--- src/rtl/simt_divergence_stack_if.sv ---
// Branch-unit op channel into the SIMT divergence stack, plus the op encoding it carries.
package simt_pkg;
    typedef enum logic [1:0] {
        BRA_NONE = 2'd0,
        BRA_PUSH = 2'd1,
        BRA_POP  = 2'd2
    } branch_op_t;
endpackage

interface simt_divergence_stack_if
    import simt_pkg::*;
#(
    parameter int NUM_THREADS = 32,
    parameter int XLEN        = 32
);
    logic                   op_valid_i;
    logic                   op_ready_o;
    branch_op_t             op_i;
    logic [XLEN-1:0]        push_rpc_i;
    logic [XLEN-1:0]        push_else_pc_i;
    logic [NUM_THREADS-1:0] push_taken_mask_i;
    logic [NUM_THREADS-1:0] push_else_mask_i;

    modport master (
        output op_valid_i, op_i, push_rpc_i, push_else_pc_i, push_taken_mask_i, push_else_mask_i,
        input  op_ready_o
    );

    modport slave (
        input  op_valid_i, op_i, push_rpc_i, push_else_pc_i, push_taken_mask_i, push_else_mask_i,
        output op_ready_o
    );
endinterface

--- src/rtl/simt_divergence_stack.sv ---
// Per-warp reconvergence stack: divergent pushes stack {rpc, mask} and {else_pc, else_mask};
// pops restore the top mask and redirect fetch to its PC.
`ifndef SIMT_STACK_DEPTH
`define SIMT_STACK_DEPTH 16
`endif
`ifndef XLEN
`define XLEN 32
`endif
`ifndef KIANA_SP_ERR_SIMT_STACK_OVERFLOW
`define KIANA_SP_ERR_SIMT_STACK_OVERFLOW 5
`endif
`ifndef KIANA_SP_ERR_SIMT_STACK_UNDERFLOW
`define KIANA_SP_ERR_SIMT_STACK_UNDERFLOW 6
`endif

module simt_divergence_stack
    import simt_pkg::*;
#(
    parameter int NUM_THREADS = 32,
    parameter int DEPTH       = `SIMT_STACK_DEPTH,
    parameter int XLEN        = `XLEN,
    localparam int DW         = $clog2(DEPTH) + 1,
    localparam int AW         = $clog2(DEPTH)
) (
    input  logic                    clk,
    input  logic                    rst,
    input  logic                    init_valid_i,
    input  logic [NUM_THREADS-1:0]  init_mask_i,
    simt_divergence_stack_if.slave  br,
    output logic [NUM_THREADS-1:0]  active_mask_o,
    output logic                    redirect_valid_o,
    output logic [XLEN-1:0]         redirect_pc_o,
    output logic [DW-1:0]           depth_o,
    output logic                    empty_o,
    output logic                    full_o,
    output logic [31:0]             err_o
);
    logic [DEPTH-1:0][XLEN-1:0]        pc_st;
    logic [DEPTH-1:0][NUM_THREADS-1:0] mask_st;

    logic [NUM_THREADS-1:0] mask_q, mask_d;
    logic [XLEN-1:0]        rpc_q, rpc_d;
    logic                   redir_q, redir_d;
    logic [DW-1:0]          depth_q, depth_d;
    logic [31:0]            err_q, err_d;

    logic          op_ready, accept, divergent, full, empty;
    logic          push_ok, pop_ok, ovf, unf;
    logic [AW-1:0] wr0_idx, wr1_idx, top_idx;

    assign empty   = (depth_q == '0);
    assign full    = (depth_q > DW'(DEPTH - 2));
    assign wr0_idx = depth_q[AW-1:0];
    assign wr1_idx = wr0_idx + 1'b1;
    assign top_idx = wr0_idx - 1'b1;

    // The redirect cycle is a forced bubble so fetch can settle on the new PC.
    assign op_ready  = !rst && !init_valid_i && !redir_q;
    assign accept    = br.op_valid_i && op_ready;
    assign divergent = (|br.push_taken_mask_i) && (|br.push_else_mask_i);
    assign push_ok   = accept && (br.op_i == BRA_PUSH) && divergent && !full;
    assign ovf       = accept && (br.op_i == BRA_PUSH) && divergent && full;
    assign pop_ok    = accept && (br.op_i == BRA_POP) && !empty;
    assign unf       = accept && (br.op_i == BRA_POP) && empty;

    always_comb begin
        mask_d  = mask_q;
        rpc_d   = rpc_q;
        redir_d = 1'b0;
        depth_d = depth_q;
        err_d   = err_q;
        if (init_valid_i) begin
            depth_d = '0;
            mask_d  = init_mask_i;
        end else if (push_ok) begin
            depth_d = depth_q + DW'(2);
            mask_d  = br.push_taken_mask_i;
        end else if (pop_ok) begin
            depth_d = depth_q - DW'(1);
            mask_d  = mask_st[top_idx];
            rpc_d   = pc_st[top_idx];
            redir_d = 1'b1;
        end
        if (ovf) err_d[`KIANA_SP_ERR_SIMT_STACK_OVERFLOW]  = 1'b1;
        if (unf) err_d[`KIANA_SP_ERR_SIMT_STACK_UNDERFLOW] = 1'b1;
    end

    always_ff @(posedge clk) begin
        if (rst) begin
            mask_q  <= '1;
            rpc_q   <= '0;
            redir_q <= 1'b0;
            depth_q <= '0;
            err_q   <= '0;
        end else begin
            mask_q  <= mask_d;
            rpc_q   <= rpc_d;
            redir_q <= redir_d;
            depth_q <= depth_d;
            err_q   <= err_d;
        end
    end

    // Entry storage needs no reset; only depth_q says which entries are live.
    always_ff @(posedge clk) begin
        if (push_ok) begin
            pc_st[wr0_idx]   <= br.push_rpc_i;
            mask_st[wr0_idx] <= mask_q;
            pc_st[wr1_idx]   <= br.push_else_pc_i;
            mask_st[wr1_idx] <= br.push_else_mask_i;
        end
    end

    assign br.op_ready_o    = op_ready;
    assign active_mask_o    = mask_q;
    assign redirect_valid_o = redir_q;
    assign redirect_pc_o    = rpc_q;
    assign depth_o          = depth_q;
    assign empty_o          = empty;
    assign full_o           = full;
    assign err_o            = err_q;
endmodule
--- src/flat_wrapper.sv ---
// flat-port wrapper written by rule: the top's interface ports become plain ports
module simt_divergence_stack_flat import simt_pkg::*;
#(
    parameter int NUM_THREADS = 32,
    parameter int DEPTH       = `SIMT_STACK_DEPTH,
    parameter int XLEN        = `XLEN,
    localparam int DW         = $clog2(DEPTH) + 1,
    localparam int AW         = $clog2(DEPTH)
)
  (clk, rst, init_valid_i, init_mask_i, active_mask_o, redirect_valid_o, redirect_pc_o, depth_o, empty_o, full_o, err_o, br_op_valid_i, br_op_i, br_push_rpc_i, br_push_else_pc_i, br_push_taken_mask_i, br_push_else_mask_i, br_op_ready_o);
  simt_divergence_stack_if #(.NUM_THREADS(NUM_THREADS), .XLEN(XLEN)) br_i ();
  input  logic clk;
  input  logic rst;
  input  logic init_valid_i;
  input  logic [NUM_THREADS-1:0] init_mask_i;
  output logic [NUM_THREADS-1:0] active_mask_o;
  output logic redirect_valid_o;
  output logic [XLEN-1:0] redirect_pc_o;
  output logic [DW-1:0] depth_o;
  output logic empty_o;
  output logic full_o;
  output logic [31:0] err_o;
  input wire logic [$bits(br_i.op_valid_i)-1:0] br_op_valid_i;
  input wire logic [$bits(br_i.op_i)-1:0] br_op_i;
  input wire logic [$bits(br_i.push_rpc_i)-1:0] br_push_rpc_i;
  input wire logic [$bits(br_i.push_else_pc_i)-1:0] br_push_else_pc_i;
  input wire logic [$bits(br_i.push_taken_mask_i)-1:0] br_push_taken_mask_i;
  input wire logic [$bits(br_i.push_else_mask_i)-1:0] br_push_else_mask_i;
  output wire logic [$bits(br_i.op_ready_o)-1:0] br_op_ready_o;
  assign br_i.op_valid_i = br_op_valid_i;
  assign br_i.op_i = br_op_i;
  assign br_i.push_rpc_i = br_push_rpc_i;
  assign br_i.push_else_pc_i = br_push_else_pc_i;
  assign br_i.push_taken_mask_i = br_push_taken_mask_i;
  assign br_i.push_else_mask_i = br_push_else_mask_i;
  assign br_op_ready_o = br_i.op_ready_o;
  simt_divergence_stack #(.NUM_THREADS(NUM_THREADS), .DEPTH(DEPTH), .XLEN(XLEN)) u_core (.clk(clk), .rst(rst), .init_valid_i(init_valid_i), .init_mask_i(init_mask_i), .br(br_i), .active_mask_o(active_mask_o), .redirect_valid_o(redirect_valid_o), .redirect_pc_o(redirect_pc_o), .depth_o(depth_o), .empty_o(empty_o), .full_o(full_o), .err_o(err_o));
endmodule
--- config.mk ---
export PLATFORM = sky130hd
export DESIGN_NAME = simt_divergence_stack_flat
export DESIGN_NICKNAME = d
export VERILOG_FILES = /design/src/rtl/simt_divergence_stack_if.sv /design/src/rtl/simt_divergence_stack.sv /design/src/flat_wrapper.sv
export SDC_FILE = /design/constraint.sdc
export NUM_CORES = 2
export LEC_CHECK = 0
export ABC_AREA = 1
export CORE_ASPECT_RATIO = 1.2
export CORE_MARGIN = 3
export CORE_UTILIZATION = 30
export DETAILED_ROUTE_END_ITERATION = 8
export PLACE_DENSITY_LB_ADDON = 0.25
export SKIP_CTS_REPAIR_TIMING = 1
export SYNTH_ARGS = -nofsm -noshare
export SYNTH_HDL_FRONTEND = slang
export SYNTH_SLANG_ARGS = --single-unit
--- constraint.sdc ---
create_clock -name clk -period 6.5 [get_ports clk]
set_input_delay 1.3 -clock clk [delete_from_list [all_inputs] [get_ports clk]]
set_output_delay 1.3 -clock clk [all_outputs]
set_load 0.02 [all_outputs]
**After elaboration in Yosys (flattened, before gate mapping)**

Index checks and enable logic that the tools add are counted.

- Magnitude comparators: 6
- Reductions and logical operators: 26
- Shift operators: 0
- Multiply operators: 0
- Multiplexer cells: 18
- Bitwise gates (word level): 2
- Divide/modulo/power cells: 0
- $add $sub $neg: 4
- Eq/ne operators: 2

Operators by type and width:

| cell | count |
|---|---|
| bitwise mux 512 bit | 4 |
| binary-select mux 32 bit (select 4 bit) | 2 |
| demux 32 bit (select 4 bit) | 2 |
| two-way mux 32 bit | 7 |
| OR reduction 32 bit | 2 |
| less-than comparator 4 x 5 -> 1 bit (second input constant) | 3 |
| logical AND 1 bit | 13 |
| two-way mux 5 bit | 2 |
| >= comparator 4 x 1 -> 1 bit (second input constant) | 2 |
| adder 5 x 2 -> 5 bit (second input constant) | 1 |
| greater-than comparator 5 x 4 -> 1 bit (second input constant) | 1 |
| zero test 1 bit | 5 |
| zero test 5 bit | 1 |
| subtractor 5 x 1 -> 5 bit (second input constant) | 1 |
| adder 4 x 1 -> 4 bit (second input constant) | 1 |
| subtractor 4 x 1 -> 4 bit (second input constant) | 1 |
| AND reduction 3 bit | 1 |
| nonzero test 3 bit | 1 |
| OR reduction 3 bit | 1 |
| == test 2 x 1 -> 1 bit (second input constant) | 1 |
| == test 2 bit (second input constant) | 1 |
| inverter 1 bit | 2 |
| nonzero test 2 bit | 1 |
| OR reduction 2 bit | 1 |
| two-way mux 1 bit | 1 |

- Word-level logic and storage cells: 96
- Register bits after elaboration: 1096
- Memory bits (read-only): 0
- RAM bits: 0
- Output and inout bits: 105
- Memories: 0
- Input port bits: 166
- Bits in latches: 0

**Longest topological paths before layout**

- Depth in word-level cells: 9
- Mapped depth: 18
- Mapped depth without buffers: 12

**Least setup slack after synthesis**

OpenSTA, ideal clock, no wires.

- Path kind: input port to flip-flop
- Start: input port rst
- End: register u_core.mask_st[100] in the netlist's numbering, enable pin
- Path slack: 236 ps
- Arrival: 5757 ps
- Stages: 10
- Path through: buf_4 > nor2_4 > inv_2 > nor3_4 > nand3_1 > nor2_4 > nand3_4 > buf_6 > clkbuf_1 > a21oi_1

- Cells in the longest elaborated chain, start to end: 7

Ends and longest elaborated chain:

| element | line | text |
|---|---|---|
| start, declared | flat_wrapper.sv:13 | `input logic rst;` |
| zero test 1 bit | simt_divergence_stack.sv:58 | `assign op_ready = !rst && !init_valid_i && !redir_q;` |
| logical AND 1 bit (2 in series) | simt_divergence_stack.sv:58 |  |
| logical AND 1 bit | simt_divergence_stack.sv:59 | `assign accept = br.op_valid_i && op_ready;` |
| logical AND 1 bit (3 in series) | simt_divergence_stack.sv:61 | `assign push_ok = accept && (br.op_i == BRA_PUSH) && divergent && !full;` |
| end signal, assigned by index | simt_divergence_stack.sv:108 | `mask_st[wr0_idx] <= mask_q;` |
| end signal, assigned by index | simt_divergence_stack.sv:110 | `mask_st[wr1_idx] <= br.push_else_mask_i;` |
| end, declared | simt_divergence_stack.sv:39 | `logic [DEPTH-1:0][NUM_THREADS-1:0] mask_st;` |

Every way passes these cells.
A chain may end at the register's enable or synchronous reset.

**Worst setup path in the final report**

- Start: register u_core.depth_q[0], in the netlist u_core.depth_o[0]
- End: output port full_o

- Cells in the longest elaborated chain, start to end: 1

Ends and longest elaborated chain:

| element | line | text |
|---|---|---|
| start, declared | simt_divergence_stack.sv:44 | `logic [DW-1:0] depth_q, depth_d;` |
| start signal, assigned | simt_divergence_stack.sv:99 | `depth_q <= depth_d;` |
| greater-than comparator 5 x 4 -> 1 bit | simt_divergence_stack.sv:52 | `assign full = (depth_q > DW'(DEPTH - 2));` |
| end, declared | flat_wrapper.sv:21 | `output logic full_o;` |

Every way passes these cells.

==> out/qor.yml <==
power:
  p_per_area_nw_per_um2: 238
  p_leak_uw: 0.0219
  power_uw: 15400
  peakVddDrop_uv: 269
drt:
  via_per_inst: 5.84
  first_iter_violations: 7420
  vias: 51035
  ant_nets: 0
  drc_errors: 0
  wl_met2_um: 110000
  highest_layer: "met5"
  finalWirelength_um: 245000
  wl_per_cell_um: 28.1
  met1Wirelength_um: 98200
  wl_met3_um: 27200
  dr.pass1.iters: 6
yosys:
  synthXorXnorAreaFrac_pct: 0.0751
  netlist_instances: 6384
  synth_top_family_by_area: "simple AND/OR/NAND/NOR gates"
  netlist_top_cells_area: "edfxtp_1 54%, o21ai_0 13%, nand3_1 9.9%"
  synthAdderAreaFrac_pct: 0.221
  synth_common_cells: "1,427 x o21ai_0, 1,117 x nand3_1, 1,024 x edfxtp_1"
  synth-compound-area-share_pct: 16.0
  muxShareOfSynthArea_pct: 0
  async_flop_share_pct: 0
  yosysMostFrequentCell: "o21ai_0"
  synth-seq-area-share_pct: 56.8
  synth.distinct_cells: 32
  syn_avg_cell_area_um2: 8.87
  syn_area_um2: 56600
  yosysWarnings: 0
  synth_top_area_share_pct: 54.3
  synth_edf_count: 1024
  netlist.top_cell.by_area: "edfxtp_1"
  ys_ff_latch: 1096
  ys.flop_type: "edfxtp_1"
  synth-simple-area-share_pct: 20.1
clocking:
  clock_path_buffers: 3
  htree_levels: 4
  clk_pin_slew_ns: 0.06
  cts_made_buffers: 132
  cts-root-buf: "clkbuf_16"
  clock_sinks: 1096
  clkLatencyLatePin_ns: 0.80
  cts_tree: "built"
worst_hold_path:
  hold_class: "flip-flop to flip-flop"
critical_path:
  worst-setup-path-type: "flip-flop to primary output"
  cp.required_ns: 5.20
  cpMaxStageDelayCell: "clkdlybuf4s50_1"
  critPathCaptureType: "primary output"
  critPathMaxStageDelay_ns: 0.63
  worstPathArrival_ns: 4.07
  crit_path_start_kind: "flip-flop"
  cp_max_fo: 98
  worstPathCellList: "inv_8 -> ha_1 -> nand2_1 -> a31oi_4 -> buf_4 -> inv_1 -> clkdlybuf4s50_1"
global_route:
  first_global_vias: 48506
  antenna_found_initial: 10
  grt_max_degree: 182
  grt_usage_pct: 24.5
  grt_pass1_wl_um: 350000
  grt_overflow: 0
place:
  port_buffers: 240
  place_ws_ns: 0.679
  gp_congestion: 0.832
  post-dp-hpwl_um: 134000
sta:
  min_period_ns: 5.37
  setup_tns_ns: 0
  tightest_slew_ns: 1.34
  hold_viol_final: 0
  grt_setup_unrepaired: "no"
  skew_ns: 0.0314
  setup_ws_ns: 1.13
  slew_headroom_pct: 11.0
  drv_slew: 0
  fmax_mhz: 186
  post-route-period-util_pct: 82.5
  setup_viol: 0
cells_and_area:
  syn_to_final_growth_pct: 14.3
  nFillCells: 19124
  nets: 6350
  drive_above_1_share_pct: 5.55
  final_util_pct: 34.5
floorplan:
  start_util_pct: 30.2
  die_width_um: 403
  dieHeight_um: 482
  die-area_um2: 194000
  rows: 174
  core_um2: 187000
  io_pins: 271
flow_run:
  maxCapViolCount: 0
run_status:
  status: "finished clean"
==> routing by layer <==
metal | global-route usage (%) | vias up
met2 | 38.5 | 3321
li1 | - | 22130
met4 | 9.80 | 4
met5 | 0 | -
met3 | 5.37 | 504
met1 | 32.8 | 25076
==> power by group <==
part | leakage (µW) | switching, µW | internal (µW)
Sequential | 0.0104 | 70.5 | 7640
Combinational | 0.00961 | 466 | 194
Clock | 0.00194 | 3140 | 3930
Total | 0.0219 | 3670 | 11800
==> final timing paths <==
check	endpoint	startpoint	cells past startpoint	slack, ns
setup / recovery	full_o	u_core.depth_o[0]$_SDFFE_PP0P_	7	1.13
hold / removal	u_core.err_o[5]$_SDFFE_PP0P_	u_core.err_o[5]$_SDFFE_PP0P_	2	0.47
setup reg to reg	u_core.mask_st[79]$_DFFE_PP_	u_core.depth_o[0]$_SDFFE_PP0P_	7	1.66
hold reg to reg	u_core.err_o[5]$_SDFFE_PP0P_	u_core.err_o[5]$_SDFFE_PP0P_	2	0.47
==> per-stage QoR <==
step | area (µm²) | hold slack, ns | instances
3_3_place_gp | 60700 | 0.462 | 8504
6_report | 64700 | 0.470 | 8740
3_5_place_dp | 60700 | 0.466 | 8504
5_1_grt | 64700 | 0.516 | 8736
4_1_cts | 64700 | 0.476 | 8735
2_1_floorplan | 56800 | 0.526 | 6413
==> layout by cell type, fill, tap and decap left out, drive strengths merged, types with 2 or more instances in the layout <==
master,n
nand4,36
conb,30
buf,110
clkdlybuf4s50,239
a21oi,53
nand3,1118
nor2,597
a31oi,2
o211ai,89
nand2,865
o221ai,62
inv,237
o21ai,1428
bufinv,2
clkbuf,180
dfxtp,72
edfxtp,1024
o22ai,65
xor2,3
ha,10
clkinv,46
diode,5
==> kinds of logic (layout without fill, tap and decap cells) <==
group	Yosys count	after routing
and+or+nand+nor	2618	2618
other	1	35
DFF	1096	1096
xor gates and xnor gates	4	4
adders and majority gates	10	10
buffers and inverters	956	814
AOI/OAI and AO/OA	1699	1699
==> cell type report <==
type	instances	area [µm²]	area share, %
Multi-Input combinational cell	4361	21200	32.7
Timing Repair Buffer	349	3380	5.22
Clock buffer	180	3540	5.48
Antenna cell	5	12.5	0.0193
Clock inverter	51	450	0.696
Inverter	234	902	1.39
Sequential cell	1096	32200	49.7
Tap cell	2464	3080	4.76
==> sequential cells by signal, summed over array words and instances, names as in the netlist <==
signal and cells:
u_core.err_o 2, u_core.depth_o 5, u_core.pc_st 512, u_core.mask_st 512
u_core.redirect_valid_o 1, u_core.redirect_pc_o 32, u_core.active_mask_o 32
==> critical path: cells and delay by family (launching register included) <==
kind                     cells  cell delay, ns
buffers and inverters        4            1.93
AO/OA/AOI/OAI                1            0.21
AND/OR/NAND/NOR              1            0.19
flip-flops                   1            0.49
adder cells (fa/ha/maj)      1            0.34
(Power assumes the default switching activity.)
